[src/rtl/stream_tx_scheduler_pkg.sv]
`default_nettype none
// ============================================================================
// Module   : stream_tx_scheduler_pkg
// Purpose  : Shared definitions for the stream transmit scheduler: default
//            widths, header tag, FSM state encoding and the frame byte-count
//            helper.
// Revision : 1.0  initial release
// ============================================================================
package stream_tx_scheduler_pkg;

    // Default geometry of the ion capture streams
    localparam int c_def_n_streams = 8;
    localparam int c_def_frame_w   = 110;
    localparam int c_def_sel_w     = 3;

    // Upper bits of the header byte; the granted stream index is OR-ed into
    // the low bits.
    localparam logic [7:0] c_header_tag = 8'hA0;

    typedef enum logic [1:0] {
        ST_IDLE    = 2'd0,
        ST_HEADER  = 2'd1,
        ST_PAYLOAD = 2'd2
    } state_t;

    // Number of payload bytes needed to carry one frame (rounded up)
    function automatic int nbytes(input int frame_w);
        return (frame_w + 7) / 8;
    endfunction

endpackage
`default_nettype wire

[src/rtl/stream_tx_scheduler_rr_picker.sv]
`default_nettype none
// ============================================================================
// Module   : stream_tx_scheduler_rr_picker
// Purpose  : Combinational round-robin picker. Returns the first asserted
//            request found when searching ptr, ptr+1, ... modulo N_STREAMS.
// Ports    : req  - per-stream request flags
//            ptr  - highest-priority stream index
//            any  - at least one request asserted
//            idx  - index of the chosen request (0 when none)
// Revision : 1.0  initial release
// ============================================================================
module stream_tx_scheduler_rr_picker
    import stream_tx_scheduler_pkg::*;
#(
    parameter int N_STREAMS = c_def_n_streams,
    parameter int SEL_W     = c_def_sel_w
) (
    input  logic [N_STREAMS-1:0] req,
    input  logic [SEL_W-1:0]     ptr,
    output logic                 any,
    output logic [SEL_W-1:0]     idx
);

    logic [SEL_W-1:0] w_cand;

    // Walk from the farthest offset down to offset 0 so the nearest request
    // to ptr is the last one written and therefore wins. N_STREAMS is a
    // power of two, so SEL_W-bit addition wraps modulo N_STREAMS for free.
    always_comb begin
        any    = 1'b0;
        idx    = '0;
        w_cand = '0;
        for (int i = N_STREAMS - 1; i >= 0; i--) begin
            w_cand = ptr + SEL_W'(i);
            if (req[w_cand]) begin
                any = 1'b1;
                idx = w_cand;
            end
        end
    end

endmodule
`default_nettype wire

[src/rtl/stream_tx_scheduler.sv]
`default_nettype none
// ============================================================================
// Module   : stream_tx_scheduler
// Purpose  : Round-robin scheduler sharing one byte-wide transmit path among
//            the sensor streams. Grants one ready stream at a time, latches
//            its frame and sends a header byte followed by the frame bytes,
//            most-significant byte first.
// Ports    : clock/reset          - clock, synchronous active-high reset
//            enable               - allow new grants
//            ready/frames         - per-stream flags and packed frames
//            ack                  - one-cycle grant pulse, one-hot
//            sel/busy             - granted stream index, frame in progress
//            tx_byte/tx_valid/tx_ready - byte stream to the transmitter
//            frame_count          - frames fully sent (wrapping)
// Revision : 1.0  initial release
// ============================================================================
module stream_tx_scheduler
    import stream_tx_scheduler_pkg::*;
#(
    parameter int N_STREAMS = c_def_n_streams,
    parameter int FRAME_W   = c_def_frame_w,
    parameter int SEL_W     = c_def_sel_w
) (
    input  logic                         clock,
    input  logic                         reset,
    input  logic                         enable,
    input  logic [N_STREAMS-1:0]         ready,
    input  logic [N_STREAMS*FRAME_W-1:0] frames,
    output logic [N_STREAMS-1:0]         ack,
    output logic [SEL_W-1:0]             sel,
    output logic                         busy,
    output logic [7:0]                   tx_byte,
    output logic                         tx_valid,
    input  logic                         tx_ready,
    output logic [15:0]                  frame_count
);

    localparam int c_nbytes  = nbytes(FRAME_W);
    localparam int c_shift_w = c_nbytes * 8;
    localparam int c_cnt_w   = $clog2(c_nbytes + 1);

    // ---------------------------------------------------------------- state
    state_t                 r_state, w_state_nxt;
    logic [SEL_W-1:0]       r_ptr, w_ptr_nxt;
    logic [SEL_W-1:0]       r_sel, w_sel_nxt;
    logic [N_STREAMS-1:0]   r_ack, w_ack_nxt;
    logic                   r_busy, w_busy_nxt;
    logic [7:0]             r_tx_byte, w_tx_byte_nxt;
    logic                   r_tx_valid, w_tx_valid_nxt;
    logic [c_cnt_w-1:0]     r_cnt, w_cnt_nxt;
    logic [c_shift_w-1:0]   r_shift, w_shift_nxt;
    logic [15:0]            r_frame_count, w_frame_count_nxt;

    // --------------------------------------------------------- frame unpack
    logic [FRAME_W-1:0] w_frame_arr [N_STREAMS];

    for (genvar k = 0; k < N_STREAMS; k++) begin : g_unpack
        assign w_frame_arr[k] = frames[k*FRAME_W +: FRAME_W];
    end

    // --------------------------------------------------------------- picker
    logic             w_any;
    logic [SEL_W-1:0] w_idx;

    stream_tx_scheduler_rr_picker #(
        .N_STREAMS (N_STREAMS),
        .SEL_W     (SEL_W)
    ) u_picker (
        .req (ready),
        .ptr (r_ptr),
        .any (w_any),
        .idx (w_idx)
    );

    logic                 w_accept;
    logic [c_shift_w-1:0] w_shifted;

    assign w_accept  = r_tx_valid & tx_ready;
    assign w_shifted = r_shift << 8;

    // ------------------------------------------------ next-state / outputs
    always_comb begin
        w_state_nxt       = r_state;
        w_ptr_nxt         = r_ptr;
        w_sel_nxt         = r_sel;
        w_ack_nxt         = '0;
        w_busy_nxt        = r_busy;
        w_tx_byte_nxt     = r_tx_byte;
        w_tx_valid_nxt    = r_tx_valid;
        w_cnt_nxt         = r_cnt;
        w_shift_nxt       = r_shift;
        w_frame_count_nxt = r_frame_count;

        case (r_state)
            ST_IDLE: begin
                if (enable && w_any) begin
                    // Frame is zero-padded at the MSB end up to whole bytes
                    w_shift_nxt    = c_shift_w'(w_frame_arr[w_idx]);
                    w_sel_nxt      = w_idx;
                    w_ack_nxt      = N_STREAMS'(1) << w_idx;
                    w_busy_nxt     = 1'b1;
                    w_tx_valid_nxt = 1'b1;
                    w_tx_byte_nxt  = c_header_tag | 8'(w_idx);
                    w_state_nxt    = ST_HEADER;
                end
            end

            ST_HEADER: begin
                if (w_accept) begin
                    w_tx_byte_nxt = r_shift[c_shift_w-1 -: 8];
                    w_cnt_nxt     = '0;
                    w_state_nxt   = ST_PAYLOAD;
                end
            end

            ST_PAYLOAD: begin
                if (w_accept) begin
                    if (r_cnt == c_cnt_w'(c_nbytes - 1)) begin
                        w_tx_valid_nxt    = 1'b0;
                        w_busy_nxt        = 1'b0;
                        w_frame_count_nxt = r_frame_count + 16'd1;
                        // Granted stream drops to lowest priority next round
                        w_ptr_nxt         = r_sel + 1'b1;
                        w_state_nxt       = ST_IDLE;
                    end else begin
                        w_shift_nxt   = w_shifted;
                        w_tx_byte_nxt = w_shifted[c_shift_w-1 -: 8];
                        w_cnt_nxt     = r_cnt + 1'b1;
                    end
                end
            end

            default: begin
                w_state_nxt    = ST_IDLE;
                w_busy_nxt     = 1'b0;
                w_tx_valid_nxt = 1'b0;
            end
        endcase
    end

    // ------------------------------------------------------- state register
    always_ff @(posedge clock) begin
        if (reset) begin
            r_state       <= ST_IDLE;
            r_ptr         <= '0;
            r_sel         <= '0;
            r_ack         <= '0;
            r_busy        <= 1'b0;
            r_tx_byte     <= '0;
            r_tx_valid    <= 1'b0;
            r_cnt         <= '0;
            r_shift       <= '0;
            r_frame_count <= '0;
        end else begin
            r_state       <= w_state_nxt;
            r_ptr         <= w_ptr_nxt;
            r_sel         <= w_sel_nxt;
            r_ack         <= w_ack_nxt;
            r_busy        <= w_busy_nxt;
            r_tx_byte     <= w_tx_byte_nxt;
            r_tx_valid    <= w_tx_valid_nxt;
            r_cnt         <= w_cnt_nxt;
            r_shift       <= w_shift_nxt;
            r_frame_count <= w_frame_count_nxt;
        end
    end

    assign ack         = r_ack;
    assign sel         = r_sel;
    assign busy        = r_busy;
    assign tx_byte     = r_tx_byte;
    assign tx_valid    = r_tx_valid;
    assign frame_count = r_frame_count;

endmodule
`default_nettype wire

[config.mk]
export PLATFORM = sky130hd
export DESIGN_NAME = stream_tx_scheduler
export DESIGN_NICKNAME = d
export VERILOG_FILES = /design/src/rtl/stream_tx_scheduler_pkg.sv /design/src/rtl/stream_tx_scheduler_rr_picker.sv /design/src/rtl/stream_tx_scheduler.sv
export SDC_FILE = /design/constraint.sdc
export NUM_CORES = 1
export LEC_CHECK = 0
export ABC_AREA = 1
export BUFFER_PORTS_ARGS = -buffer_cell sky130_fd_sc_hd__buf_2
export CORE_AREA = 2 2 362 364
export CTS_CLUSTER_SIZE = 12
export DETAILED_ROUTE_END_ITERATION = 8
export DIE_AREA = 0 0 364 366
export GPL_TIMING_DRIVEN = 0
export SETUP_SLACK_MARGIN = 0.3
export SYNTH_ARGS = -nofsm -noshare
export SYNTH_HDL_FRONTEND = slang
export SYNTH_SLANG_ARGS = --single-unit
[constraint.sdc]
create_clock -name clock -period 5 [get_ports clock]
set_input_delay 0.25 -clock clock [delete_from_list [all_inputs] [get_ports clock]]
set_output_delay 0.25 -clock clock [all_outputs]
set_load 0.02 [all_outputs]
==> results_dict.tcl, run 1 <==
set metrics [dict create \
    io_pins 929 \
    async_flop_share 0 \
    synth_xor_area_frac 0.003257 \
    firstDrtPassIters 6 \
    holdWs_ns 0.2072 \
    numCtsBuffers 17 \
    synth_edf_count 0 \
    detail_route.vias_per_cell 4.502 \
    power.density_nw_per_um2 316.3 \
    place_congestion 0.9373 \
    crit_path_end_kind "register" \
    grt_pass1_vias 24270 \
    seq_area_frac_synth 0.1995 \
    vias 25580 \
    peakVddDrop_v 0.0002547 \
    hold_end "r_shift[50]" \
    final_cell_area_sq_um 23410 \
    crit_type "register to register" \
    finalClockSkew_ns 0.009263 \
    ys_ff_latch 157 \
    cts-htree-levels 4 \
    fp-row-count 132 \
    worstHoldPathType "input port to register" \
    n_fill_cell 15220 \
    synthAdderAreaFrac 0.007149 \
    crit_top_cell "nand2_1" \
    post-route-period-util 0.8847 \
    setup_ws_ns 0.5763 \
    wl_per_cell_um 28.62 \
    max-clock-path-buffers 2 \
    layout.nets 4777 \
    max_stage_delay_ns 0.55 \
    first_iter_violations 2303 \
    status "finished clean" \
    syn-num-nets 3826 \
    fin_total_pwr_mw 7.405 \
    setup_viol 0 \
    layout_commonest_cell "nand2_1" \
    port_buffers 928 \
    ys.flop_type "dfxtp_1" \
    postLayoutCoreUtil 0.1815 \
    drv_slew 0 \
    r2r_slack_ns 0.58 \
    dpl.hpwl_um 137800 \
    dpl_cell_area_sq_um 22580 \
    avgSynthCellArea_sq_um 5.386 \
    numClockSinks 157 \
    grt_start_max_net_pins 17 \
    yosys.area_share.simple 0.5627 \
    crit_required_ns 5.42 \
    synth_compound_area_frac 0.1259 \
    grt-ovfl-total 0 \
    arrival_ns 4.84 \
    critPathTopFamily "simple AND/OR/NAND/NOR gates" \
    yosysWarnings 0 \
    multi_input_area_sq_um 11020 \
    clk_pin_slew_ns 0.08 \
    netlist_area_sq_um 15750 \
    max_slew_margin 0.1005 \
    drc 0 \
    reg2reg_to "r_shift[104]" \
    start_util 0.1221 \
    reg2reg_depth 21 \
    register_area_sq_um 3144 \
    area_delta_synth_final_pct 48.62 \
    cts_hold_buf 0 \
    die_h_um 366 \
    core_area_sq_um 129000 \
    rsz0062_at_grt "true" \
    synth_top_family_by_area "simple AND/OR/NAND/NOR gates" \
    min_path_cells 5 \
    critPathBufInv 6 \
    fin_crit_ns 4.424 \
    insertion_delay_ns 0.49 \
    routed_wl_um 162600 \
    fin_tns_setup_ns 0 \
    synth_mux_area_frac 0 \
    critPathMaxFanout 10 \
    crit_chain "inv_2, buf_6, ha_1, inv_1, nand3_1, nand3_1, nand2_1, inv_2, nand2_1, nand2_1, nand2_1, nand2_1, nand2_1, nand2_4, nand2_4, buf_2, buf_2, nand3_1, nand4_1, nand3_1, a21oi_1" \
    drv_cap 0 \
    mostFrequentLayoutCells "nand2_1, buf_2, nand3_1" \
    layoutNonFillerInstCount 5681 \
    pre_cts_ws_ns -0.06531 \
    hp-start "frames[50]" \
    antenna_found_initial 138 \
    grt_pass1_wl_um 209400 \
    tightest_slew_ns 1.349 \
    r2r_start "r_ptr[1]" \
    place_inst 5595 \
    cts_tree "yes" \
    track_usage 0.2339 \
    cp_slowest_cell "buf_2" \
    syn_inst 2925 \
    startpoint_type "register" \
    die_w_um 364 \
    antenna_left 0 \
    synth.distinct_cells 41 \
    p_leak_nw 11.79 \
    layout-drive-gt1-share 0.3011 \
    dieArea_sq_um 133200 \
    cts_root_buf "clkbuf_16" \
    finalHoldViolCount 0 \
    fmax_ghz 0.2261 \
]
[Yosys cell counts (2+ instances only)]
cell	number	area (sq um)
nand2_2	2	12.51
nor2_1	99	371.6
o21ai_0	118	590.6
o21ai_1	20	100.1
buf_2	140	700.7
a211oi_1	4	30.03
a22o_1	2	17.52
ha_1	9	112.6
nor2_4	2	22.52
xor2_1	3	26.28
nor3_1	9	45.04
nand3_1	569	2848
clkbuf_1	74	277.8
buf_6	10	112.6
nand2_1	1176	4414
o21a_1	2	15.01
inv_2	9	33.78
dfxtp_1	157	3143
a21oi_1	222	1111
nand4_1	168	1051
nand2_4	2	22.52
a31oi_1	3	18.77
buf_4	21	157.7
and2_1	3	18.77
a22oi_1	3	22.52
inv_1	65	244.0
a221o_1	2	20.02
buf_1	18	67.56
[kinds of logic after synthesis]
group,after synthesis
and+or+nand+nor,2035
AOI/OAI and AO/OA,381
buffers and inverters,338
DFF,157
adders and majority gates,9
xor gates and xnor gates,5
[power breakdown]
part / leakage [nW] / switching (mW) / internal, mW
sequential: 1.29 / 0.256 / 1.62
combinational: 10.2 / 2.86 / 1.19
clock: 0.311 / 0.683 / 0.806
[routing by layer]
| metal | vias to the layer above | share of wire | routed length [um] | track usage |
|---|---|---|---|---|
| li1 | 11800 | - | - | - |
| met1 | 12070 | 0.44 | 71340 | 0.3064 |
| met2 | 1377 | 0.45 | 73710 | 0.3779 |
| met3 | 265 | 0.074 | 11960 | 0.04888 |
| met4 | 68 | 0.032 | 5149 | 0.07932 |
| met5 | - | 0.0025 | 405 | 0 |
[tightest hold or removal path, delay by kind of cell]
family / cells / cell delay, ns
AND/OR/NAND/NOR: 3 / 0.24
buffers and inverters: 1 / 0.10
AO/OA/AOI/OAI: 1 / 0.06
[area by class of cell]
| cell class | instances | area share |
|---|---|---|
| Multi-Input combinational cell | 2430 | 0.4705 |
| Inverter | 75 | 0.01208 |
| Sequential cell | 157 | 0.1343 |
| Antenna cell | 50 | 0.005344 |
| Clock inverter | 15 | 0.008605 |
| Buffer | 263 | 0.05767 |
| Tap cell | 1742 | 0.09310 |
| Clock buffer | 17 | 0.01817 |
| Timing Repair Buffer | 932 | 0.2002 |
[repair_timing]
action / CTS / global route
pin swaps: 1 / 3
gates resized for setup: 6 / 17
endpoints found under the setup margin: 13 / 39
buffers inserted: 2 / 2
[sequential cells by signal (all words and copies together) (netlist names)]
name,count
ack,8
frame_count,16
r_cnt,4
r_ptr,3
r_shift,112
r_state,2
sel,3
tx_byte,8
tx_valid,1
[how the worst max path moves through the flow]
stage | from | end | cells past startpoint
2_1_floorplan | r_ptr[1] | r_shift[103] | 19
4_1_cts | r_ptr[1] | r_shift[109] | 20
6_report | r_ptr[1] | r_shift[104] | 21
3_3_place_gp | r_ptr[1] | r_shift[63] | 22
3_5_place_dp | r_ptr[1] | r_shift[56] | 21
5_1_grt | r_ptr[1] | r_shift[109] | 22
Note: power is estimated with default switching activity, not from simulation.
==> run 2, diff against run 1 <==
--- a/config.mk
+++ b/config.mk
@@ -7,11 +7,14 @@
 export LEC_CHECK = 0
 export ABC_AREA = 1
 export BUFFER_PORTS_ARGS = -buffer_cell sky130_fd_sc_hd__buf_2
-export CORE_AREA = 2 2 362 364
+export CELL_PAD_IN_SITES_DETAIL_PLACEMENT = 1
+export CELL_PAD_IN_SITES_GLOBAL_PLACEMENT = 2
+export CORE_AREA = 2 2 363 365
 export CTS_CLUSTER_SIZE = 12
 export DETAILED_ROUTE_END_ITERATION = 8
-export DIE_AREA = 0 0 364 366
+export DIE_AREA = 0 0 365 367
 export GPL_TIMING_DRIVEN = 0
+export PLACE_DENSITY_LB_ADDON = 0.1
 export SETUP_SLACK_MARGIN = 0.3
 export SYNTH_ARGS = -nofsm -noshare
 export SYNTH_HDL_FRONTEND = slang
==> constraint.sdc (replaced) <==
create_clock -name clock -period 5.1 [get_ports clock]
set_input_delay 0.255 -clock clock [delete_from_list [all_inputs] [get_ports clock]]
set_output_delay 0.255 -clock clock [all_outputs]
set_load 0.02 [all_outputs]
==> run 2 against run 1 <==
Against the previous run: sequential share of layout area up 0.087 points; cell area down 0.65%; clock power down 5%; die area up 0.55%; wire length down 12%; clock-buffer cell count up 1; sequential power down 3%; sequential cell count unchanged; critical path depth unchanged; largest cell class unchanged; largest power group unchanged.
==> results_dict.tcl, run 2 (same netlist as run 1, synthesis figures left out) <==
set metrics [dict create \
    crit_top_cell "nand2_1" \
    wl_per_cell_um 25.31 \
    port_buffers 928 \
    clk_pin_slew_ns 0.08 \
    critPathTopFamily "simple AND/OR/NAND/NOR gates" \
    track_usage 0.2060 \
    area_delta_synth_final_pct 47.66 \
    layout.nets 4773 \
    start_util 0.1207 \
    place_congestion 0.8013 \
    crit_required_ns 5.47 \
    mostFrequentLayoutCells "nand2_1, buf_2, nand3_1" \
    grt_pass1_wl_um 195900 \
    antenna_left 0 \
    cp_slowest_cell "dfxtp_2" \
    drc 0 \
    grt_pass1_vias 25550 \
    grt-ovfl-total 0 \
    finalHoldViolCount 0 \
    worstHoldPathType "input port to register" \
    clkPwrFrac 0.202 \
    place_inst 5608 \
    fmax_ghz 0.2309 \
    insertion_delay_ns 0.49 \
    critPathMaxFanout 10 \
    setup_viol 0 \
    die_h_um 367 \
    n_fill_cell 16840 \
    crit_type "register to register" \
    first_iter_violations 1090 \
    drv_slew 0 \
    antenna_found_initial 71 \
    pwr-share-seq 0.259 \
    cts-htree-levels 4 \
    layout-drive-gt1-share 0.2978 \
    numCtsBuffers 17 \
    post-route-period-util 0.8493 \
    p_leak_nw 11.73 \
    max-clock-path-buffers 2 \
    cts_root_buf "clkbuf_16" \
    layout_commonest_cell "nand2_1" \
    power.density_nw_per_um2 300.2 \
    rsz0062_at_grt "false" \
    die_w_um 365 \
    fin_crit_ns 4.331 \
    io_pins 929 \
    max_stage_delay_ns 0.44 \
    largest_reg_flops 112 \
    p_sw_mw 3.503 \
    cts_tree "yes" \
    top_register "r_shift" \
    arrival_ns 4.70 \
    numClockSinks 157 \
    cts_hold_buf 0 \
    combPwrFrac 0.539 \
    drv_cap 0 \
    grt_start_max_net_pins 17 \
    dieArea_sq_um 134000 \
    crit_path_end_kind "register" \
    routed_wl_um 143400 \
    cts_setup_buffers 0 \
    detail_route.vias_per_cell 4.193 \
    firstDrtPassIters 6 \
    layoutNonFillerInstCount 5664 \
    fp-row-count 133 \
    max_slew_margin 0.1242 \
    fin_tns_setup_ns 0 \
    startpoint_type "register" \
    status "finished clean" \
    finalClockSkew_ns 0.01958 \
    vias 23750 \
    critPathBufInv 6 \
    dpl.hpwl_um 120500 \
    internal_power_mw 3.480 \
    core_area_sq_um 130500 \
    switching_share 0.5017 \
    peakVddDrop_v 0.0002126 \
    crit_chain "inv_2, buf_6, ha_1, inv_2, nand3_1, nand3_1, nand2_1, o21ai_1, nand2_1, nand2_1, nand3_4, nand2_4, clkinv_2, buf_6, buf_2, nand2_1, nand2_1, nand2_1, nand4_1, nand3_1, a21oi_1" \
    tightest_slew_ns 1.314 \
]
run 2: repair_timing:
| item | CTS | global route |
|---|---|---|
| pin swaps | 0 | 0 |
| cloned | 0 | 0 |
| setup endpoints to repair | 1 | 2 |
| resized for setup | 1 | 1 |
| endpoints found under the hold margin | 0 | 0 |
run 2: final timing paths:
path | cells past startpoint | slack (ns) | start | end
worst min-delay path | 5 | 0.21 | frames[69] | r_shift[69]
worst max-delay path | 21 | 0.77 | r_ptr[1] | r_shift[109]
worst min register to register | 2 | 0.47 | r_shift[0] | r_shift[0]
worst max register to register | 21 | 0.77 | r_ptr[1] | r_shift[109]
run 2: cell type report:
cell class	instances	area [sq um]	share of cell area
inverter	75	282.8	0.01216
buffer	263	1318	0.05664
antenna	24	60.06	0.002582
multi-input combinational	2430	11010	0.4734
tap	1755	2196	0.09441
timing repair buffer	928	4644	0.1997
clock inverter	14	175.2	0.007531
sequential	157	3144	0.1352
clock buffer	18	429.2	0.01845
run 2: routing by layer:
| metal | GRT usage | up-vias | share of wire |
|---|---|---|---|
| li1 | - | 11750 | - |
| met1 | 0.2450 | 11140 | 0.42 |
| met2 | 0.3816 | 661 | 0.51 |
| met3 | 0.04726 | 128 | 0.062 |
| met4 | 0.02350 | 70 | 0.0090 |
| met5 | 0 | - | 0.0032 |
run 2: tightest hold or removal path: stages:
cell     delay [ns]
buf_2          0.10
nand3_1        0.07
nand4_1        0.09
nand3_1        0.08
a21oi_1        0.06
run 2: stage by stage:
step	util	instance area (sq um)	hold slack (ns)	setup slack (ns)	total power, mW
after floorplan	-	15750	0.4445	2.312	3.787
after global routing	0.1780	23230	0.2130	0.3760	7.601
final	0.1783	23260	0.2080	0.7686	6.982
after CTS	0.1778	23200	0.1769	0.4051	7.191
after detailed placement	0.1732	22590	0.4602	0.3087	5.722
after global placement	0.1732	22590	0.4562	0.2871	5.731
run 2: power groups by stage:
| stage | Sequential (mW) | Clock [mW] | Combinational [mW] |
|---|---|---|---|
| detailed placement | 1.83 | 0 | 3.89 |
| global route | 1.85 | 1.51 | 4.24 |
| floorplan | 1.77 | 0 | 2.02 |
| finish | 1.81 | 1.41 | 3.76 |
| CTS | 1.81 | 1.47 | 3.91 |
| global placement | 1.83 | 0 | 3.90 |
